$ cat config.mk
export PLATFORM = sky130hd
export DESIGN_NAME = sprite_line_fetch
export DESIGN_NICKNAME = d
export VERILOG_FILES = /design/src/rtl/ppu_pkg.sv /design/src/rtl/sprite_group_align.sv /design/src/rtl/sprite_line_fetch.sv
export SDC_FILE = /design/constraint.sdc
export NUM_CORES = 1
export LEC_CHECK = 0
export CORE_MARGIN = 4
export CORE_UTILIZATION = 35
export CTS_CLUSTER_DIAMETER = 40
export DETAILED_ROUTE_END_ITERATION = 7
export DONT_BUFFER_PORTS = 1
export MAX_ROUTING_LAYER = met4
export PLACE_DENSITY = 0.53
export SLEW_MARGIN = 20
export SYNTH_ARGS = -nofsm -noshare
export SYNTH_HDL_FRONTEND = slang
export SYNTH_SLANG_ARGS = --single-unit
export TNS_END_PERCENT = 50
$ cat constraint.sdc
create_clock -name clk -period 5.89 [get_ports clk]
set_input_delay 0.589 -clock clk [delete_from_list [all_inputs] [get_ports clk]]
set_output_delay 0.589 -clock clk [all_outputs]
set_load 0.02 [all_outputs]
$ cat src/rtl/ppu_pkg.sv
// ppu_pkg: shared sprite-fetch types and constants.
package ppu_pkg;
  typedef enum logic [2:0] {IDLE, EVAL_Y, EVAL_REST, FETCH_LO, FETCH_HI, READY} state_t;
  localparam int SPRITE_SLOTS = 2;
  localparam int ROW_HEIGHT = 8;
  localparam logic [1:0] OAM_Y = 2'd0;
  localparam logic [1:0] OAM_TILE = 2'd1;
  localparam logic [1:0] OAM_ATTR = 2'd2;
  localparam logic [1:0] OAM_X = 2'd3;
  typedef struct packed {
    logic [7:0] tile;
    logic [7:0] attr;
    logic [7:0] x;
    logic [2:0] row;
    logic [7:0] lo;
    logic [7:0] hi;
  } slot_t;
endpackage

$ cat src/rtl/sprite_group_align.sv
// sprite_group_align: extracts one 8-pixel screen group from a sprite row, with optional horizontal flip.
module sprite_group_align
  import ppu_pkg::*;
(
  input  logic       valid,
  input  logic [4:0] group_idx,
  input  logic [7:0] x,
  input  logic       flip,
  input  logic [7:0] lo,
  input  logic [7:0] hi,
  output logic [7:0] group_lo,
  output logic [7:0] group_hi
);
  always_comb begin
    group_lo = '0;
    group_hi = '0;
    for (int i = 0; i < 8; i++) begin
      logic [8:0] off;
      logic [2:0] b;
      off = {1'b0, group_idx, 3'(i)} - {1'b0, x};
      b = flip ? off[2:0] : 3'd7 - off[2:0];
      if (valid && off < 9'(ROW_HEIGHT)) begin
        group_lo[i] = lo[b];
        group_hi[i] = hi[b];
      end
    end
  end
endmodule

$ cat src/rtl/sprite_line_fetch.sv
// sprite_line_fetch: per-scanline OAM evaluation and pattern fetch for two sprite slots.
// Define SPRITE_OVERFLOW_EN to scan all 64 entries and flag a third in-range sprite.
module sprite_line_fetch
  import ppu_pkg::*;
(
  input  logic        clk,
  input  logic        rst_n,
  input  logic        line_start,
  input  logic [7:0]  scanline,
  input  logic [7:0]  ppu_ctrl1,
  output logic [7:0]  oam_addr,
  input  logic [7:0]  oam_data,
  output logic        vram_req,
  output logic [13:0] vram_addr,
  input  logic        vram_ack,
  input  logic [7:0]  vram_data,
  input  logic        group_req,
  input  logic [4:0]  group_idx,
  output logic [7:0]  sprite_0_pattern_low,
  output logic [7:0]  sprite_0_pattern_high,
  output logic [7:0]  sprite_1_pattern_low,
  output logic [7:0]  sprite_1_pattern_high,
  output logic [7:0]  sprite_0_attr,
  output logic [7:0]  sprite_1_attr,
  output logic        line_ready,
  output logic        sprite_overflow
);
`ifdef SPRITE_OVERFLOW_EN
  localparam bit OVF_EN = 1'b1;
`else
  localparam bit OVF_EN = 1'b0;
`endif
  state_t state;
  logic [5:0] n;
  logic ph, cur, ovf, last, fdone;
  logic [1:0] cnt;
  logic [7:0] scan, row;
  logic [2:0] fr;
  slot_t sl [SPRITE_SLOTS];
  logic [7:0] pat_lo [SPRITE_SLOTS];
  logic [7:0] pat_hi [SPRITE_SLOTS];
  logic [7:0] grp_lo [SPRITE_SLOTS];
  logic [7:0] grp_hi [SPRITE_SLOTS];
  assign row = scan - oam_data;
  assign last = n == 6'd63;
  assign fr = sl[cur].attr[7] ? ~sl[cur].row : sl[cur].row;
  assign fdone = cur || cnt == 2'd1;
  // oam_addr always points one byte ahead of the byte arriving on oam_data
  always_ff @(posedge clk or negedge rst_n) begin
    if (!rst_n) begin
      state <= IDLE;
      {n, ph, cur, cnt, scan, oam_addr, vram_req, vram_addr, line_ready, ovf} <= '0;
      for (int s = 0; s < SPRITE_SLOTS; s++) begin
        sl[s] <= '0;
        pat_lo[s] <= '0;
        pat_hi[s] <= '0;
      end
    end else if (line_start) begin
      state <= EVAL_Y;
      {n, ph, cur, cnt, oam_addr, vram_req, line_ready, ovf} <= '0;
      scan <= scanline;
      for (int s = 0; s < SPRITE_SLOTS; s++) begin
        sl[s] <= '0;
        pat_lo[s] <= '0;
        pat_hi[s] <= '0;
      end
    end else begin
      if (group_req)
        for (int s = 0; s < SPRITE_SLOTS; s++) begin
          pat_lo[s] <= grp_lo[s];
          pat_hi[s] <= grp_hi[s];
        end
      case (state)
        EVAL_Y: begin
          ph <= ~ph;
          if (!ph) oam_addr <= {n, OAM_TILE};
          else if (row < 8'(ROW_HEIGHT) && cnt < 2'(SPRITE_SLOTS)) begin
            sl[cnt[0]].row <= row[2:0];
            oam_addr <= {n, OAM_ATTR};
            state <= EVAL_REST;
          end else begin
            if (row < 8'(ROW_HEIGHT)) ovf <= OVF_EN;
            n <= n + 6'd1;
            oam_addr <= {n + 6'd1, OAM_Y};
            if (last) begin
              state <= cnt != 2'd0 ? FETCH_LO : READY;
              line_ready <= cnt == 2'd0;
            end
          end
        end
        EVAL_REST: begin
          if (oam_addr[1:0] == OAM_ATTR) begin
            sl[cnt[0]].tile <= oam_data;
            oam_addr <= {n, OAM_X};
          end else if (oam_addr[1:0] == OAM_X) begin
            sl[cnt[0]].attr <= oam_data;
            oam_addr <= {n + 6'd1, OAM_Y};
          end else begin
            sl[cnt[0]].x <= oam_data;
            cnt <= cnt + 2'd1;
            n <= n + 6'd1;
            state <= (last || (!OVF_EN && cnt == 2'd1)) ? FETCH_LO : EVAL_Y;
          end
        end
        FETCH_LO, FETCH_HI: begin
          if (!vram_req) begin
            vram_req <= 1'b1;
            vram_addr <= {1'b0, ppu_ctrl1[3], sl[cur].tile, state == FETCH_HI, fr};
          end else if (vram_ack) begin
            vram_req <= 1'b0;
            if (state == FETCH_LO) begin
              sl[cur].lo <= vram_data;
              state <= FETCH_HI;
            end else begin
              sl[cur].hi <= vram_data;
              cur <= 1'b1;
              state <= fdone ? READY : FETCH_LO;
              line_ready <= fdone;
            end
          end
        end
        default: ;
      endcase
    end
  end
  for (genvar g = 0; g < SPRITE_SLOTS; g++) begin : g_align
    sprite_group_align u_align (
      .valid    (line_ready && cnt > 2'(g)),
      .group_idx(group_idx),
      .x        (sl[g].x),
      .flip     (sl[g].attr[6]),
      .lo       (sl[g].lo),
      .hi       (sl[g].hi),
      .group_lo (grp_lo[g]),
      .group_hi (grp_hi[g])
    );
  end
  assign sprite_0_pattern_low = pat_lo[0];
  assign sprite_0_pattern_high = pat_hi[0];
  assign sprite_1_pattern_low = pat_lo[1];
  assign sprite_1_pattern_high = pat_hi[1];
  assign sprite_0_attr = (line_ready && cnt > 2'd0) ? sl[0].attr : '0;
  assign sprite_1_attr = (line_ready && cnt > 2'd1) ? sl[1].attr : '0;
  assign sprite_overflow = ovf;
endmodule

==> impl_metrics.json <==
{
  "finalNonFillerCells": 1560,
  "cts_max_path_buffers": 2,
  "fin_ws_ns": 2.267,
  "ant_nets": 0,
  "synth_edf_count": 0,
  "nNetsFinal": 1234,
  "syn_to_final_growth_pct": 7.248,
  "gp_congestion": 0.8927,
  "ir_drop_mv": 0.2197,
  "r2r_slack_ns": 2.27,
  "clk_pin_slew_worst_paths_ns": 0.07,
  "cts_tree": "done",
  "rsz0062_at_grt": "false",
  "rr_worst_depth": 8,
  "seq_area_frac_synth_pct": 36.07,
  "cp-end-kind": "flip-flop",
  "synth_cell_type_count": 74,
  "fmax_ghz": 0.2760,
  "dieArea_sq_mm": 0.03504,
  "hold_viol": 0,
  "wl_mm": 33.20,
  "grt-ovfl-total": 0,
  "cp_max_fo": 20,
  "num_rows": 65,
  "grt_pass1_vias": 8800,
  "hpwl_mm": 23.62,
  "core_sq_mm": 0.03164,
  "postCtsResizedCells": 0,
  "htreeDepth": 4,
  "p_leak_nw": 5.024,
  "clock_latency_ns": 0.43,
  "synthArstFlopShare_pct": 100.0,
  "finalPower_mw": 3.043,
  "io_pins": 115,
  "wl_per_cell_um": 21.28,
  "grtUsageTotal_pct": 19.05,
  "dpl.cell_count": 1528,
  "status": "finished clean",
  "drt_iter0_markers": 613,
  "viasPerCell": 5.790,
  "clock_skew_ns": 0.01194,
  "ys.warnings.count": 0,
  "fin_setup_tns_ns": 0,
  "post_cts_buffers": 0,
  "syn_area_sq_mm": 0.01124,
  "die_w_um": 187.2,
  "finalSetupViolations": 0,
  "grt_pass1_wl_mm": 51.84,
  "start_util_pct": 35.52,
  "drive_gt1_share_pct": 5.786,
  "avgSynthCellArea_sq_um": 9.460,
  "postSynthCellCount": 1188,
  "dpl-instance-area_sq_mm": 0.01147,
  "portBuffers": 0,
  "hp-class": "in2async",
  "synth_ff_type": "dfrtp_1",
  "grt_antenna_before_repair": 0,
  "crit_arrival_ns": 3.97,
  "powerDensity_mw_per_mm2": 252.5,
  "r2r-end": "sprite_0_pattern_high[6]",
  "setup.worst_path.class": "reg2reg",
  "design_area_sq_mm": 0.01205,
  "cts_buffers": 17,
  "crit_slowest_cell": "dfrtp_1",
  "numClockSinks": 162,
  "cts_root_buffer": "clkbuf_16",
  "holdWs_ns": 0.09787,
  "synth-seq-cells": 162,
  "slowest_delay_ns": 0.76,
  "rr_startpoint": "cnt[0]",
  "drv_slew": 0,
  "place_ws_ns": 2.173,
  "cts_hold_buf": 1,
  "layout_min_cycle_time_ns": 3.623,
  "dr.pass1.iters": 5,
  "drc_errors": 0,
  "fp.dieH_um": 187.2,
  "worstMarginPinSlew_ns": 1.052,
  "startpoint_type": "flip-flop",
  "utilization_pct": 38.10,
  "drv_cap": 0,
  "path_cells": "inv_1 > ha_1 > nor2b_1 > nand3_1 > or3_1 > a221oi_1 > o2111ai_1 > o21ai_0",
  "grt_max_degree": 163,
  "timing.final.crit_share_pct": 61.51,
  "antenna_cells": 0,
  "slew_headroom_pct": 29.89,
  "critPathRequiredTime_ns": 6.24,
  "vias": 9033
}
## synth_stat cells (all sizes together), types with 10 or more instances
| library cell | instances | share of area [%] |
|---|---|---|
| a21o | 22 | 1.5 |
| a21oi | 80 | 3.6 |
| a22o | 47 | 3.7 |
| a22oi | 10 | 0.67 |
| a31oi | 19 | 1.1 |
| and2 | 18 | 1.0 |
| and3 | 17 | 0.95 |
| buf | 31 | 1.5 |
| clkbuf | 36 | 1.2 |
| dfrtp | 162 | 36 |
| ha | 41 | 4.6 |
| inv | 47 | 1.6 |
| mux2i | 90 | 8.0 |
| mux4 | 16 | 3.5 |
| nand2 | 90 | 3.0 |
| nand3 | 45 | 2.0 |
| nand4 | 10 | 0.56 |
| nor2 | 52 | 1.7 |
| nor2b | 14 | 0.78 |
| nor3 | 22 | 1.0 |
| o21ai | 84 | 3.7 |
| o2bb2ai | 22 | 1.7 |
| xnor2 | 66 | 5.1 |
| xor2 | 30 | 2.3 |
## worst max path at each step
stage           startpoint  depth (start not counted)  slack, ns                        to
3_3_place_gp   oam_data[6]                          9       2.26                    sl[16]
4_1_cts             cnt[0]                          8       2.30  sprite_0_pattern_high[6]
6_report            cnt[0]                          8       2.27  sprite_0_pattern_high[6]
3_5_place_dp   oam_data[6]                          9       2.17                    sl[18]
2_1_floorplan  oam_data[0]                         11       3.11               oam_addr[4]
5_1_grt             cnt[0]                          8       1.99  sprite_0_pattern_high[6]
## critical path: cells and delay by family (launching register included)
family | cells | cell delay [ns]
adders and majority gates | 1 | 0.31
AOI/OAI and AO/OA | 3 | 0.67
buffers and inverters | 1 | 0.23
DFF | 1 | 0.76
and+or+nand+nor | 3 | 1.55
## state kept, by name (all words and copies together), names as in the netlist, 2 cells and up
signal                 cells
cnt                        2
n                          6
oam_addr                   8
scan                       8
sl                        86
sprite_0_pattern_high      8
sprite_0_pattern_low       8
sprite_1_pattern_high      8
sprite_1_pattern_low       8
state                      3
vram_addr                 13
## per-layer routing
layer / vias up / global-route usage (%) / wire, um
met5: - / - / 0
met4: 0 / 4.494 / 609
met3: 42 / 4.965 / 2092
met2: 265 / 28.83 / 15100
met1: 4468 / 25.75 / 15400
li1: 4258 / - / -
## power breakdown
part / leakage [nW] / internal (mW) / switching [mW]
Sequential: 2.22 / 1.19 / 0.180
Combinational: 2.55 / 0.249 / 0.365
Clock: 0.259 / 0.557 / 0.496
## cell usage in the layout (no fill, tap or decap), types with 5 or more instances in the layout
master,synthesis,final
and3_1,17,17
nand4_1,10,10
a41oi_1,7,7
o21a_1,5,5
mux4_1,8,8
a21o_1,22,22
o21bai_1,8,8
dfrtp_1,162,162
a21oi_1,80,80
clkbuf_16,0,17
o211ai_1,5,5
nand3_1,45,45
or4_1,9,9
nor2_1,52,51
a22oi_1,10,10
or3_1,6,6
o2bb2ai_1,22,22
mux4_2,8,8
a31oi_1,19,19
xnor2_1,66,65
o21ai_1,9,9
mux2i_1,90,90
nor2b_1,14,14
nand2b_1,7,7
nor4_1,5,5
ha_1,41,41
o21ai_0,75,75
inv_1,47,47
nand2_1,90,90
fa_1,5,5
mux2_2,8,8
and2_1,18,18
nor3_1,21,21
xor2_1,30,30
a211o_1,5,5
a22o_1,47,47
## cell type report
| class | count | area, sq um |
|---|---|---|
| Sequential cell | 162 | 4054 |
| Inverter | 48 | 180.2 |
| Clock inverter | 12 | 100.1 |
| Tap cell | 402 | 503.0 |
| Clock buffer | 19 | 442.9 |
| Multi-Input combinational cell | 912 | 6715 |
| Fill cell | 3161 | 19580 |
| Timing Repair Buffer | 5 | 57.56 |
## cells by family (layout without fill, tap and decap cells)
logic type / count (synthesis) / count (layout) / share of synthesized area [%]
flip-flops: 162 / 162 / 36.07
other: 1 / 2 / 0.03337
adder cells (fa/ha/maj): 46 / 46 / 5.455
XOR/XNOR: 96 / 96 / 7.482
AO/OA/AOI/OAI: 341 / 341 / 20.39
AND/OR/NAND/NOR: 312 / 312 / 13.85
multiplexers: 115 / 115 / 12.42
buffers and inverters: 115 / 84 / 4.297
Power figures use the tool's default switching activity.
